`src/rtl/m3_ramp_sequencer.sv`:
```
// Run/ramp controller for the 3-phase drive: turns operator controls into
// geometrically slewed period and power setpoints.
module m3_ramp_sequencer #(
  parameter logic [21:0] PERIOD_MAX = 22'd4000000,
  parameter logic [21:0] PERIOD_MIN = 22'd40,
  parameter logic [9:0]  POWER_MAX  = 10'd1023,
  parameter logic [9:0]  POWER_INIT = 10'd102,
  parameter logic [9:0]  POWER_STEP = 10'd32,
  parameter int unsigned SHIFT      = 4,
  parameter int unsigned TICK_DIV   = 1000
) (
  input  logic        clkI,
  input  logic        nRstI,
  input  logic        m3startI,
  input  logic        m3forceStopI,
  input  logic        m3invRotateI,
  input  logic        m3freqINCi,
  input  logic        m3freqDECi,
  input  logic        m3powerINCi,
  input  logic        m3powerDECi,
  output logic [21:0] periodO,
  output logic [9:0]  powerO,
  output logic        runO,
  output logic        dirO,
  output logic [2:0]  stateO
);

  localparam int unsigned TW = (TICK_DIV > 1) ? $clog2(TICK_DIV) : 1;
  localparam logic [TW-1:0] TICK_LOAD = TW'(TICK_DIV - 1);

  typedef enum logic [2:0] {
    S_IDLE      = 3'd0,
    S_SLEW      = 3'd1,
    S_RUN       = 3'd2,
    S_STOPPING  = 3'd3,
    S_REVERSING = 3'd4
  } state_t;

  state_t        state_q, state_d;
  logic [21:0]   period_q, period_d;
  logic [21:0]   target_q, target_d;
  logic [9:0]    power_q, power_d;
  logic          run_q, run_d;
  logic          dir_q, dir_d;
  logic [TW-1:0] tick_q, tick_d;
  logic [3:0]    btn_smp_q, btn_smp_d;
  logic [3:0]    btn_prv_q, btn_prv_d;

  logic [3:0]    btn_edge;
  logic          tick;
  logic [21:0]   tgt_shr, tgt_inc;
  logic [22:0]   tgt_dec;
  logic [10:0]   pwr_sum;
  logic [9:0]    pwr_adj;
  logic [21:0]   goal, step, slewed;
  logic          slew_en;

  // Button bit order: [3] freqINC, [2] freqDEC, [1] powerINC, [0] powerDEC.
  always_comb begin
    btn_smp_d = {m3freqINCi, m3freqDECi, m3powerINCi, m3powerDECi};
    btn_prv_d = btn_smp_q;
    btn_edge  = btn_smp_q & ~btn_prv_q;

    tgt_shr = target_q >> SHIFT;
    tgt_inc = target_q - tgt_shr;
    if (tgt_inc < PERIOD_MIN) tgt_inc = PERIOD_MIN;
    tgt_dec = {1'b0, target_q} + {1'b0, tgt_shr} + 23'd1;
    target_d = target_q;
    if (btn_edge[3] && !btn_edge[2]) begin
      target_d = tgt_inc;
    end else if (btn_edge[2] && !btn_edge[3]) begin
      target_d = (tgt_dec > {1'b0, PERIOD_MAX}) ? PERIOD_MAX : tgt_dec[21:0];
    end

    pwr_sum = {1'b0, power_q} + {1'b0, POWER_STEP};
    pwr_adj = power_q;
    if (run_q && btn_edge[1] && !btn_edge[0]) begin
      pwr_adj = (pwr_sum > {1'b0, POWER_MAX}) ? POWER_MAX : pwr_sum[9:0];
    end else if (run_q && btn_edge[0] && !btn_edge[1]) begin
      pwr_adj = (power_q < POWER_STEP) ? '0 : power_q - POWER_STEP;
    end

    tick   = (tick_q == '0);
    tick_d = (state_q == S_IDLE || tick) ? TICK_LOAD : tick_q - TW'(1);
  end

  // One geometric step toward the state's goal, clamped so it never overshoots.
  always_comb begin
    goal = (state_q == S_STOPPING || state_q == S_REVERSING) ? PERIOD_MAX : target_q;
    step = period_q >> SHIFT;
    if (step == '0) step = 22'd1;
    slewed = period_q;
    if (period_q < goal) begin
      slewed = (goal - period_q <= step) ? goal : period_q + step;
    end else if (period_q > goal) begin
      slewed = (period_q - goal <= step) ? goal : period_q - step;
    end
    slew_en = tick && (state_q == S_SLEW || state_q == S_STOPPING ||
                       state_q == S_REVERSING);
  end

  always_comb begin
    state_d  = state_q;
    period_d = slew_en ? slewed : period_q;
    power_d  = pwr_adj;
    run_d    = run_q;
    dir_d    = dir_q;
    if (m3forceStopI) begin
      state_d  = S_IDLE;
      period_d = PERIOD_MAX;
      power_d  = '0;
      run_d    = 1'b0;
    end else begin
      unique case (state_q)
        S_IDLE: begin
          period_d = PERIOD_MAX;
          power_d  = '0;
          run_d    = 1'b0;
          if (m3startI) begin
            state_d = S_SLEW;
            power_d = POWER_INIT;
            run_d   = 1'b1;
            dir_d   = m3invRotateI;
          end
        end
        S_SLEW: begin
          if (!m3startI)                  state_d = S_STOPPING;
          else if (m3invRotateI != dir_q) state_d = S_REVERSING;
          else if (period_q == target_q)  state_d = S_RUN;
        end
        S_RUN: begin
          if (!m3startI)                  state_d = S_STOPPING;
          else if (m3invRotateI != dir_q) state_d = S_REVERSING;
          else if (period_q != target_q)  state_d = S_SLEW;
        end
        S_STOPPING: begin
          if (period_q == PERIOD_MAX) begin
            state_d = S_IDLE;
            power_d = '0;
            run_d   = 1'b0;
          end
        end
        S_REVERSING: begin
          // A withdrawn reverse request is not honoured here; the flip still
          // happens and SLEW then sees the mismatch and reverses back.
          if (!m3startI) begin
            state_d = S_STOPPING;
          end else if (period_q == PERIOD_MAX) begin
            state_d = S_SLEW;
            dir_d   = ~dir_q;
          end
        end
        default: begin
          state_d  = S_IDLE;
          period_d = PERIOD_MAX;
          power_d  = '0;
          run_d    = 1'b0;
        end
      endcase
    end
  end

  always_ff @(posedge clkI or negedge nRstI) begin
    if (!nRstI) begin
      state_q   <= S_IDLE;
      period_q  <= PERIOD_MAX;
      target_q  <= PERIOD_MAX;
      power_q   <= '0;
      run_q     <= 1'b0;
      dir_q     <= 1'b0;
      tick_q    <= TICK_LOAD;
      btn_smp_q <= '0;
      btn_prv_q <= '0;
    end else begin
      state_q   <= state_d;
      period_q  <= period_d;
      target_q  <= target_d;
      power_q   <= power_d;
      run_q     <= run_d;
      dir_q     <= dir_d;
      tick_q    <= tick_d;
      btn_smp_q <= btn_smp_d;
      btn_prv_q <= btn_prv_d;
    end
  end

  assign periodO = period_q;
  assign powerO  = power_q;
  assign runO    = run_q;
  assign dirO    = dir_q;
  assign stateO  = state_q;

endmodule

```
`config.mk`:
```
export PLATFORM = sky130hd
export DESIGN_NAME = m3_ramp_sequencer
export DESIGN_NICKNAME = d
export VERILOG_FILES = /design/src/rtl/m3_ramp_sequencer.sv
export SDC_FILE = /design/constraint.sdc
export NUM_CORES = 1
export LEC_CHECK = 0
export BUFFER_PORTS_ARGS = -buffer_cell sky130_fd_sc_hd__buf_2
export CORE_UTILIZATION = 65
export DETAILED_ROUTE_END_ITERATION = 8
export PLACE_DENSITY = 0.92
export SYNTH_ARGS = -nofsm -noshare
export SYNTH_HDL_FRONTEND = slang
export SYNTH_SLANG_ARGS = --single-unit
```
`constraint.sdc`:
```
create_clock -name clkI -period 9.3 [get_ports clkI]
set_input_delay 1.395 -clock clkI [delete_from_list [all_inputs] [get_ports clkI]]
set_output_delay 1.395 -clock clkI [all_outputs]
set_load 0.01 [all_outputs]
```
==> metrics.md <==
| Metric | Value |
|---|---|
| Layout Cells excl Fill | between 1500 and 2000 |
| Global Route Usage Sum | 41.75% |
| Part of the Yosys area used for sequential elements | 15.62% |
| Least-Margin Pin Slew | between 1000 and 1500 ps |
| Required time worst endpoint | 9560 ps |
| Core box area | roughly 0.019 mm^2 |
| Post-DRT Antenna Nets | 0 |
| HPWL after DPL | roughly 32000 um |
| Status | finished, final reports clean |
| Avg Inst Size Synth | 7.515 um^2 |
| Worst-Skew Late Latency | around 360 ps |
| Area grow syn2layout | 3.250% |
| TritonCTS clock tree | built |
| Dpl cells | 1847 |
| CP Capture Type | register |
| Die Height | between 100 and 150 um |
| Die Footprint | a little under 0.02 mm^2 |
| Fin crit share | 73.08% |
| Pre-antenna DRT Iters | 6 |
| Gate power share | ~80% |
| Post-layout minimum cycle time | slightly below 7000 ps |
| Worst rel slew slack | between 20% and 30% |
| Flops & latches, synth | 77 |
| Number of enable flip-flop cells after synthesis | 0 |
| Total detailed-routing wirelength | ~42000 um |
| Maximum clock frequency | about 150 MHz |
| Pwr dens | between 400 and 500 mW/mm^2 |
| Vias per inst | approximately 7 |
| Gate Count Post-Synth | around 1700 |
| Placed inst area | 0.01263 mm^2 |
| Global-route wire length before repair | ~65000 um |
| Via count | approximately 13000 |
| Hold WS | ~380 ps |
| Finished layout cell area | between 0.01 and 0.015 mm^2 |
| Post-CTS resize count | 0 |
| Ant diodes | 0 |
| CP max FO | 30 |
| Worst Setup Start Kind | register |
| GPL Wtd Cong | between 1 and 1.5 |
| Largest net degree at the start of global routing | 78 |
| RSZ-0062 raised after global routing | false |
| Tightest Hold Check Type | register to register |
| TNS Setup | 0 ps |
| Net Sw Power | between 3 and 4 mW |
| YS warnings | 0 |
| Initial antenna violation count | 0 |
| Endpoints failing setup | 0 |
| CTS clk-pin slew, worst paths | about 60 ps |
| Post-CTS setup buffers | 0 |
| Proportion of layout cells with a drive suffix above 1 | under 10% |
| Site row count | 50 |
| Peak supply drop | approximately 360 uV |
| Net Sw Frac | approximately 58% |
| Gr ovfl total | 0 |
| Mapped Area | between 0.01 and 0.015 mm^2 |
| Total of max-cap violations | 0 |
| Clk pwr share | roughly 6.8% |
| Remaining DRCs | 0 |
| Final count of pins violating max slew | 0 |
| Vias in the first global route | 12480 |
| Distinct cells, synth | 110 |
| Fill cell count | about 1600 |
| Synth Net Count | 1831 |
| Root Buffer | clkbuf_16 |
| Post-Place Worst Slack | approximately 2700 ps |
| Clk buf depth | 2 |
| Initial Util | 66.67% |
| Internal power | 2.232 mW |
| Asr flop ratio synth | 100.0% |
| Primary FF master, synth | dfrtp_1 |
| Skew final | approximately 11 ps |
| WL/cell | ~22 um |
| Cts hold-fix bufs | 0 |
| Port Buffers | between 40 and 50 |
| Final net count | roughly 1800 |
| CTS Buf Count | 9 |
| Post-route setup slack | 2504 ps |
| Sequential share of power | between 10% and 20% |
| Ports | 46 |
| Max H-tree Level | 3 |
| Final hold vios | 0 |
| WS Path Type | register to register |
| Die W | between 100 and 150 um |
| DR iter-0 viols | 1483 |
| Leakage | between 5 and 6 nW |
| Critical Path AT | ~7100 ps |
| CTS sink cnt | a little under 80 |
[flip-flops by register name, summed over array words and instances, names as in the netlist]
name and flops:
dirO 1, powerO 10, periodO 22, btn_prv_q 4
runO 1, tick_q 10, btn_prv_d 4, target_q 22
stateO 3
[cells in the final DEF (no fill, tap or decap), types with 44 or more instances in the layout]
| master | instances |
|---|---|
| ha_1 | 152 |
| nand2_1 | 142 |
| nor2_1 | 133 |
| a21oi_1 | 126 |
| inv_1 | 118 |
| o21ai_0 | 79 |
| xnor2_1 | 67 |
| dfrtp_1 | 55 |
| nor3_1 | 49 |
| xor2_1 | 45 |
| buf_2 | 44 |
[kinds of logic (layout without fill, tap and decap cells)]
group / after synthesis / in the layout / synth area share, %
AND/OR/NAND/NOR: 558 / 558 / 22.54
AO/OA/AOI/OAI: 525 / 525 / 29.64
buffers and inverters: 222 / 186 / 7.190
adder cells (fa/ha/maj): 157 / 157 / 16.00
XOR/XNOR: 112 / 112 / 7.840
flip-flops: 77 / 77 / 15.62
multiplexers: 14 / 14 / 1.170
[routing by layer]
layer / wire length, um / track usage [%] / part of all wire, % / vias up
li1: - / - / - / 6017
met1: 15600 / 51.29 / 37 / 6139
met2: 18460 / 66.64 / 44 / 914
met3: 4832 / 9.613 / 12 / 242
met4: 2786 / 25.40 / 6.7 / 0
met5: 0 / 0 / 0 / -
[cell usage after synthesis, drive strengths merged, types with 12 or more instances]
cell type / number / area share, %
o21a: 18 / 1.1
o22ai: 12 / 0.65
o31ai: 18 / 1.1
dfrtp: 55 / 11
dfstp: 22 / 4.6
nor4: 24 / 1.3
inv: 120 / 3.6
nand2: 143 / 4.3
o211ai: 17 / 1.0
nor2b: 22 / 1.1
nor3: 51 / 2.1
nand3: 34 / 1.4
a211oi: 19 / 1.3
a31oi: 34 / 1.8
buf: 32 / 1.5
or3: 21 / 1.1
ha: 152 / 15
or2: 14 / 0.70
a21oi: 129 / 5.3
a21o: 36 / 2.2
nand2b: 29 / 1.5
xnor2: 67 / 4.7
clkbuf: 68 / 2.0
and3: 13 / 0.65
and2: 17 / 0.85
nor2: 135 / 4.1
o21bai: 14 / 0.84
o21ai: 93 / 3.8
xor2: 45 / 3.2
a41oi: 14 / 1.0
nand4: 21 / 1.1
[worst paths after layout]
| check | start | end | slack, ps | depth (start not counted) |
|---|---|---|---|---|
| worst min-delay path | btn_prv_d[3] | btn_prv_q[3] | 380 | 0 |
| worst max register to register | stateO[0] | periodO[0] | 2500 | 21 |
| max in group asynchronous | nRstI | periodO[15] | 7420 | 1 |
| min in group asynchronous | nRstI | tick_q[3] | 1190 | 1 |
| worst max-delay path | stateO[0] | periodO[0] | 2500 | 21 |
| worst min register to register | btn_prv_d[3] | btn_prv_q[3] | 380 | 0 |
[power by group through the flow]
stage / Sequential (mW) / Combinational, mW / Clock [mW]
6_report: 0.627 / 4.28 / 0.359
2_1_floorplan: 0.515 / 3.24 / 0
4_1_cts: 0.614 / 4.12 / 0.358
5_1_grt: 0.631 / 4.59 / 0.371
3_3_place_gp: 0.614 / 3.99 / 0
3_5_place_dp: 0.620 / 4.09 / 0
[layout make-up]
type | instances | area, um^2 | area share, %
clock buffers | 10 | 229.0 | 1.772
clock inverters | 6 | 63.81 | 0.4939
inverters | 122 | 457.9 | 3.545
repair buffers | 48 | 250.2 | 1.937
multi-input cells | 1366 | 9671 | 74.86
flip-flops and latches | 77 | 1954 | 15.13
well taps | 234 | 292.8 | 2.266
[through the flow]
step	power, mW	utilization [%]
after floorplan	3.757	-
after global placement	4.602	67.27
after detailed placement	4.708	67.27
after CTS	5.093	68.83
after global routing	5.595	68.83
final	5.270	68.83
[critical path: stages, from the launching register on]
cell	delay [ps]
dfrtp_1	600
and3b_1	360
nor2_2	120
buf_4	320
nand2_1	100
ha_1	520
and3b_1	210
o211ai_1	110
and2_1	200
o31ai_1	440
xor2_1	190
ha_1	280
a2111oi_0	350
o21ai_0	150
a211oi_1	280
o311ai_0	240
a21oi_1	190
mux2_1	180
nand4_2	350
o21ai_1	930
mux2_2	420
a21oi_1	160
Note: power is estimated with default switching activity, not from simulation.
